[config.mk]
export PLATFORM = sky130hd
export DESIGN_NAME = simon_frame_ctrl
export DESIGN_NICKNAME = d
export VERILOG_FILES = /design/src/rtl/simon_frame_ctrl.sv
export SDC_FILE = /design/constraint.sdc
export NUM_CORES = 1
export LEC_CHECK = 0
export BUFFER_PORTS_ARGS = -buffer_cell sky130_fd_sc_hd__clkbuf_2
export CAP_MARGIN = 0
export CORE_ASPECT_RATIO = 0.9
export CORE_MARGIN = 2
export CORE_UTILIZATION = 49
export DETAILED_ROUTE_END_ITERATION = 10
export HOLD_SLACK_MARGIN = 0.02
export PLACE_DENSITY = 0.83
export SYNTH_ARGS = -nofsm -noshare
export SYNTH_HDL_FRONTEND = slang
export SYNTH_SLANG_ARGS = --single-unit
[constraint.sdc]
create_clock -name clk_100MHz -period 8.9 [get_ports clk_100MHz]
set_input_delay 1.335 -clock clk_100MHz [delete_from_list [all_inputs] [get_ports clk_100MHz]]
set_output_delay 1.335 -clock clk_100MHz [all_outputs]
set_load 0.02 [all_outputs]
[src/rtl/simon_frame_ctrl.sv]
// Frame sequencer between the UART FIFOs and an iterative SIMON64/96 core:
// pops CMD/key/text bytes, runs one cipher operation, pushes the result bytes.
module simon_frame_ctrl #(
   parameter int KEY_BYTES   = 12,
   parameter int BLK_BYTES   = 8,
   parameter int TIMEOUT_CYC = 10_000_000
) (
   input  logic                   clk_100MHz,
   input  logic                   reset,
   input  logic                   rx_empty,
   input  logic [7:0]             rx_data,
   output logic                   rd_uart,
   input  logic                   tx_full,
   output logic                   wr_uart,
   output logic [7:0]             wr_data,
   output logic                   cipher_start,
   output logic                   cipher_mode,
   output logic [8*KEY_BYTES-1:0] cipher_key,
   output logic [8*BLK_BYTES-1:0] cipher_text,
   input  logic                   cipher_done,
   input  logic [8*BLK_BYTES-1:0] cipher_result,
   output logic                   busy,
   output logic                   frame_done,
   output logic                   frame_err,
   output logic [15:0]            frame_cnt
);

   localparam int KW    = 8 * KEY_BYTES;
   localparam int BW    = 8 * BLK_BYTES;
   localparam int CNT_W = $clog2((KEY_BYTES > BLK_BYTES ? KEY_BYTES : BLK_BYTES) + 1);
   localparam int TMO_W = $clog2(TIMEOUT_CYC + 1);

   localparam logic [CNT_W-1:0] KEY_LAST = CNT_W'(KEY_BYTES - 1);
   localparam logic [CNT_W-1:0] BLK_LAST = CNT_W'(BLK_BYTES - 1);
   localparam logic [TMO_W-1:0] TMO_LAST = TMO_W'(TIMEOUT_CYC - 1);
   localparam logic [7:0]       CMD_ENC  = 8'h45;
   localparam logic [7:0]       CMD_DEC  = 8'h44;

   typedef enum logic [2:0] {
      S_IDLE,
      S_LOAD_KEY,
      S_LOAD_TEXT,
      S_START,
      S_WAIT,
      S_SEND
   } state_t;

   state_t           state_q, state_d;
   logic [CNT_W-1:0] cnt_q, cnt_d;
   logic [TMO_W-1:0] tmo_q, tmo_d;
   logic [KW-1:0]    key_q, key_d;
   logic [BW-1:0]    text_q, text_d;
   logic [BW-1:0]    res_q, res_d;
   logic             mode_q, mode_d;
   logic             start_q, start_d;
   logic             done_q, done_d;
   logic             err_q, err_d;
   logic [15:0]      fcnt_q, fcnt_d;
   logic             pop, push;

   // Strobes are combinational so a FIFO byte moves in the same cycle it is offered.
   assign pop  = !rx_empty && (state_q inside {S_IDLE, S_LOAD_KEY, S_LOAD_TEXT});
   assign push = !tx_full && (state_q == S_SEND);

   assign rd_uart      = pop;
   assign wr_uart      = push;
   assign wr_data      = res_q[BW-1 -: 8];
   assign cipher_start = start_q;
   assign cipher_mode  = mode_q;
   assign cipher_key   = key_q;
   assign cipher_text  = text_q;
   assign busy         = (state_q != S_IDLE);
   assign frame_done   = done_q;
   assign frame_err    = err_q;
   assign frame_cnt    = fcnt_q;

   always_comb begin
      // NOTE: every _d defaults to its _q (pulses to 0) so no path through the case infers a latch.
      state_d = state_q;
      cnt_d   = cnt_q;
      tmo_d   = tmo_q;
      key_d   = key_q;
      text_d  = text_q;
      res_d   = res_q;
      mode_d  = mode_q;
      start_d = 1'b0;
      done_d  = 1'b0;
      err_d   = 1'b0;
      fcnt_d  = fcnt_q;

      case (state_q)
         S_IDLE: begin
            if (pop) begin
               if (rx_data == CMD_ENC || rx_data == CMD_DEC) begin
                  mode_d  = (rx_data == CMD_ENC);
                  cnt_d   = '0;
                  tmo_d   = '0;
                  state_d = S_LOAD_KEY;
               end else begin
                  err_d = 1'b1;
               end
            end
         end

         S_LOAD_KEY: begin
            if (pop) begin
               key_d = {key_q[KW-9:0], rx_data};
               tmo_d = '0;
               if (cnt_q == KEY_LAST) begin
                  cnt_d   = '0;
                  state_d = S_LOAD_TEXT;
               end else begin
                  cnt_d = cnt_q + CNT_W'(1);
               end
            end else if (tmo_q == TMO_LAST) begin
               err_d   = 1'b1;
               tmo_d   = '0;
               cnt_d   = '0;
               state_d = S_IDLE;
            end else begin
               tmo_d = tmo_q + TMO_W'(1);
            end
         end

         S_LOAD_TEXT: begin
            if (pop) begin
               text_d = {text_q[BW-9:0], rx_data};
               tmo_d  = '0;
               if (cnt_q == BLK_LAST) begin
                  cnt_d   = '0;
                  start_d = 1'b1;
                  state_d = S_START;
               end else begin
                  cnt_d = cnt_q + CNT_W'(1);
               end
            end else if (tmo_q == TMO_LAST) begin
               err_d   = 1'b1;
               tmo_d   = '0;
               cnt_d   = '0;
               state_d = S_IDLE;
            end else begin
               tmo_d = tmo_q + TMO_W'(1);
            end
         end

         S_START: state_d = S_WAIT;

         S_WAIT: begin
            if (cipher_done) begin
               res_d   = cipher_result;
               cnt_d   = '0;
               state_d = S_SEND;
            end
         end

         S_SEND: begin
            if (push) begin
               res_d = {res_q[BW-9:0], 8'h00};
               if (cnt_q == BLK_LAST) begin
                  cnt_d   = '0;
                  done_d  = 1'b1;
                  fcnt_d  = fcnt_q + 16'd1;
                  state_d = S_IDLE;
               end else begin
                  cnt_d = cnt_q + CNT_W'(1);
               end
            end
         end

         default: state_d = S_IDLE;
      endcase
   end

   // NOTE: the wide data registers are reset too, because they drive the core ports directly.
   always_ff @(posedge clk_100MHz or posedge reset) begin
      if (reset) begin
         state_q <= S_IDLE;
         cnt_q   <= '0;
         tmo_q   <= '0;
         key_q   <= '0;
         text_q  <= '0;
         res_q   <= '0;
         mode_q  <= 1'b0;
         start_q <= 1'b0;
         done_q  <= 1'b0;
         err_q   <= 1'b0;
         fcnt_q  <= '0;
      end else begin
         // NOTE: non-blocking only; all ordering-sensitive work is already done in the _d logic.
         state_q <= state_d;
         cnt_q   <= cnt_d;
         tmo_q   <= tmo_d;
         key_q   <= key_d;
         text_q  <= text_d;
         res_q   <= res_d;
         mode_q  <= mode_d;
         start_q <= start_d;
         done_q  <= done_d;
         err_q   <= err_d;
         fcnt_q  <= fcnt_d;
      end
   end

endmodule
==> results by group <==
CTS
  – CTS tree: yes
  – H-Tree Depth: 1
  – Clock root buffer master: clkbuf_16
  – Worst-skew pair later-pin latency: about 560 ps
  – Worst-path clk slew: approximately 60 ps
  – Hold buffer count at CTS: 0
  – Clk sinks: ~280
  – Number of setup buffers added after CTS: 0
  – Quantity of gates resized following cts: 0
  – Largest buffer count on any clock path: 3
  – Total CTS buffers: 28

Logic synthesis
  – Count of flip-flops with a built-in enable after synthesis: 0
  – Yosys reg bits: ~280
  – Number of standard cells after synthesis: 940
  – Post-synthesis async set-or-reset flop share: 100%
  – Fraction of synthesized cell area taken by the top area cell type: between 50% and 60%
  – Count of distinct cell types in the synthesized netlist: ~50
  – Sequential element share of the synthesized area: around three fifths
  – Top area cells in the synthesized netlist: dfrtp_1 59%, mux2_2 16%, mux2i_1 5.0%, a21oi_1 2.7%, nor2_1 2.4%
  – Count of yosys warnings during synthesis: 0
  – Syn Std Cell Area: 0.0117 mm^2
  – Flip-flop cell with the highest count after synthesis: dfrtp_1
  – Cell taking the most area after synthesis: dfrtp_1
  – Net count after synthesis: about 1.0k
  – Syn Area/Cell: roughly 12 um^2

Floorplan
  – Die width: about 170 um
  – Die Area: around 0.025 mm^2
  – Number of top-level pins: 268
  – Initial core utilization: roughly 50%
  – Chip Height: between 150 and 200 um
  – Core region area: about 0.023 mm^2
  – Number of standard-cell rows in the floorplan: 53

Layout
  – Filler Cell Count: about 1.8k
  – Nets@finish: 1259
  – Cell area after layout: between 0.01 and 0.015 mm^2
  – Area growth from synthesis to final layout: 21.0%
  – Utilization after layout: roughly three fifths
  – Share of cells above drive strength 1: 41.5%

Power and ir drop
  – Overall power after layout: 4.86 mW
  – Worst voltage drop across the vdd grid: 0.000227 V
  – Power per Cell Area: roughly 340 mW/mm^2
  – Pleak: just under 7 nW

Placed design
  – Post-place instance area: between 0.01 and 0.015 mm^2
  – Port buffer count: approximately 270
  – Post-detail-place hpwl: roughly 18000 um
  – Placer Congestion: 0.831

Setup path
  – Critical path, cell by cell: clkbuf_2 -> nand4bb_1 -> inv_1 -> clkbuf_2
  – Cell with the most instances on the worst path: clkbuf_2
  – CP max stage delay: between 600 and 700 ps
  – Highest fanout seen on the critical path: 13
  – Worst EP required: between 7000 and 8000 ps
  – Crit end category: primary output
  – Crit path buf inv count: 3
  – Critical Path Start Type: primary input
  – WS Path Type: in2out
  – Library cell contributing the largest single delay on the critical path: nand4bb_1
  – Gate family responsible for the most delay along the worst path: simple AND/OR/NAND/NOR gates
  – Data arrival at the endpoint of the critical path: ~2500 ps

Detailed routing
  – Detailed-route wire length per cell: roughly 18 um
  – Antenna-violating nets left: 0
  – Total wire length: 27300 um
  – DRC viols: 0
  – Initial DRC count: around 1.1k
  – Vias/cell: around 5.5
  – Vias: a little over 8k
  – Count of TritonRoute iterations in the first routing pass: 5

STA
  – Final Max Tran Viols: 0
  – Final hold violation count: 0
  – Setup total negative slack: 0 ps
  – Final min period: about 3800 ps
  – Peak clock frequency supported by timing: between 200 and 300 MHz
  – Setup repair after global routing missed its margin: false
  – Crit share post-route: 42.5%
  – Measured slew at the worst slew-check pin: around 1100 ps
  – Relative slew slack: 24.1%
  – Final setup violating endpoints: 0
  – Final setup skew: between 40 and 50 ps

Job
  – Count of max-cap constraint violations: 0

Global route
  – Via count of the first global-routing pass: roughly 8k
  – Maximum number of pins on one net before global-route repair: around 160
  – Wire length of the first global-routing pass: between 40000 and 50000 um
  – Grt ovf: 0
  – Aggregate global-route resource usage: a little over a fifth
  – Number of antenna violations at the first check in global routing: 1

Status
  – Status: finished, final reports clean

Worst hold path
  – Hold crit path type: reg2reg
## worst paths after layout
path | slack [ps] | start | to | cells past startpoint
max in group asynchronous | 6520 | reset | frame_cnt[10]$_DFFE_PP0P_ | 3
worst min register to register | 470 | frame_cnt[15]$_DFFE_PP0P_ | frame_cnt[15]$_DFFE_PP0P_ | 1
worst min-delay path | 470 | frame_cnt[15]$_DFFE_PP0P_ | frame_cnt[15]$_DFFE_PP0P_ | 1
worst max register to register | 5880 | tmo_q[0]$_DFFE_PP0P_ | tmo_q[21]$_DFFE_PP0P_ | 6
min in group asynchronous | 890 | reset | cipher_text[62]$_DFFE_PP0P_ | 2
worst max-delay path | 5120 | tx_full | wr_uart | 4
## worst reg2reg max path, cell delays in order (launching register included)
cell,delay [ps]
dfrtp_1,420
ha_1,230
nand3_1,160
nor4_1,420
nand4_1,940
a31o_2,600
a22o_1,180
## placed cells by master, fill, tap and decap left out, types with 6 or more instances in the layout
cell	instances
nand2_1	40
a31oi_1	16
nand3_1	20
xnor2_1	11
mux2_2	163
clkbuf_8	7
clkbuf_16	28
mux2i_1	58
or3_1	7
nor2_1	74
clkinv_2	8
inv_1	17
dfrtp_1	275
a21oi_1	63
nor3_1	9
and3_1	6
o21ai_0	20
clkbuf_2	267
nand4_1	13
nor4_1	10
xor2_1	6
## through the flow
stage,std cells,setup slack (ps),hold WS [ps]
2_1_floorplan,940,3930,467
3_3_place_gp,1451,5060,457
3_5_place_dp,1451,5100,462
4_1_cts,1503,5100,470
5_1_grt,1504,4980,509
6_report,1504,5120,469
## sequential cells by signal, summed over array words and instances (netlist names)
register	cells
cnt_q	4
cipher_start	1
res_q	64
cipher_mode	1
frame_cnt	16
state_q	3
tmo_q	24
cipher_key	96
frame_err	1
cipher_text	64
frame_done	1
## layer usage
metal	track usage (%)	vias up	part of all wire [%]
met4	8.28	0	4.2
li1	-	3835	-
met1	28.2	4074	42
met5	0	-	0
met3	4.15	74	6.0
met2	33.4	283	48
## power by group
part           switching (mW)  internal (mW)  leakage (nW)  total, mW
combinational            1.01          0.689          2.84       1.69
clock                   0.496          0.723         0.479       1.22
sequential              0.307           1.64          3.54       1.95
total                    1.81           3.06          6.87       4.86
## logic make-up (layout without fill, tap and decap cells)
| family | count (synthesis) | in the layout | synth area share (%) |
|---|---|---|---|
| fa+ha+maj | 3 | 3 | 0.320 |
| buf+inv | 82 | 343 | 3.20 |
| simple gates | 208 | 208 | 8.95 |
| other cells | 0 | 1 | 0 |
| xor+xnor | 17 | 17 | 1.27 |
| flops | 275 | 275 | 58.7 |
| mux | 221 | 221 | 20.6 |
| compound gates | 134 | 134 | 6.94 |
## cell usage after synthesis, drive strengths merged (3+ instances only)
master,count
a21o,4
a21oi,63
a22o,3
a31o,4
a31oi,16
a32o,3
and2,3
and3,6
and4,5
buf,38
clkbuf,25
dfrtp,275
ha,3
inv,19
mux2,163
mux2i,58
nand2,40
nand2b,4
nand3,20
nand4,13
nor2,74
nor3,9
nor4,11
nor4b,3
o211ai,3
o21ai,20
o21bai,5
or3,7
or4,3
xnor2,11
xor2,6
## layout make-up
type                            count  area [um^2]  area share (%)
Multi-Input combinational cell    583         4490            31.6
Inverter                           19         75.1           0.529
Timing Repair Buffer              272         1390            9.78
Sequential cell                   275         6880            48.5
Tap cell                          302          378            2.66
Antenna cell                        1         2.50          0.0176
Clock inverter                     15          169            1.19
Clock buffer                       37          805            5.67
No activity file was read; power rests on OpenSTA's default activity.
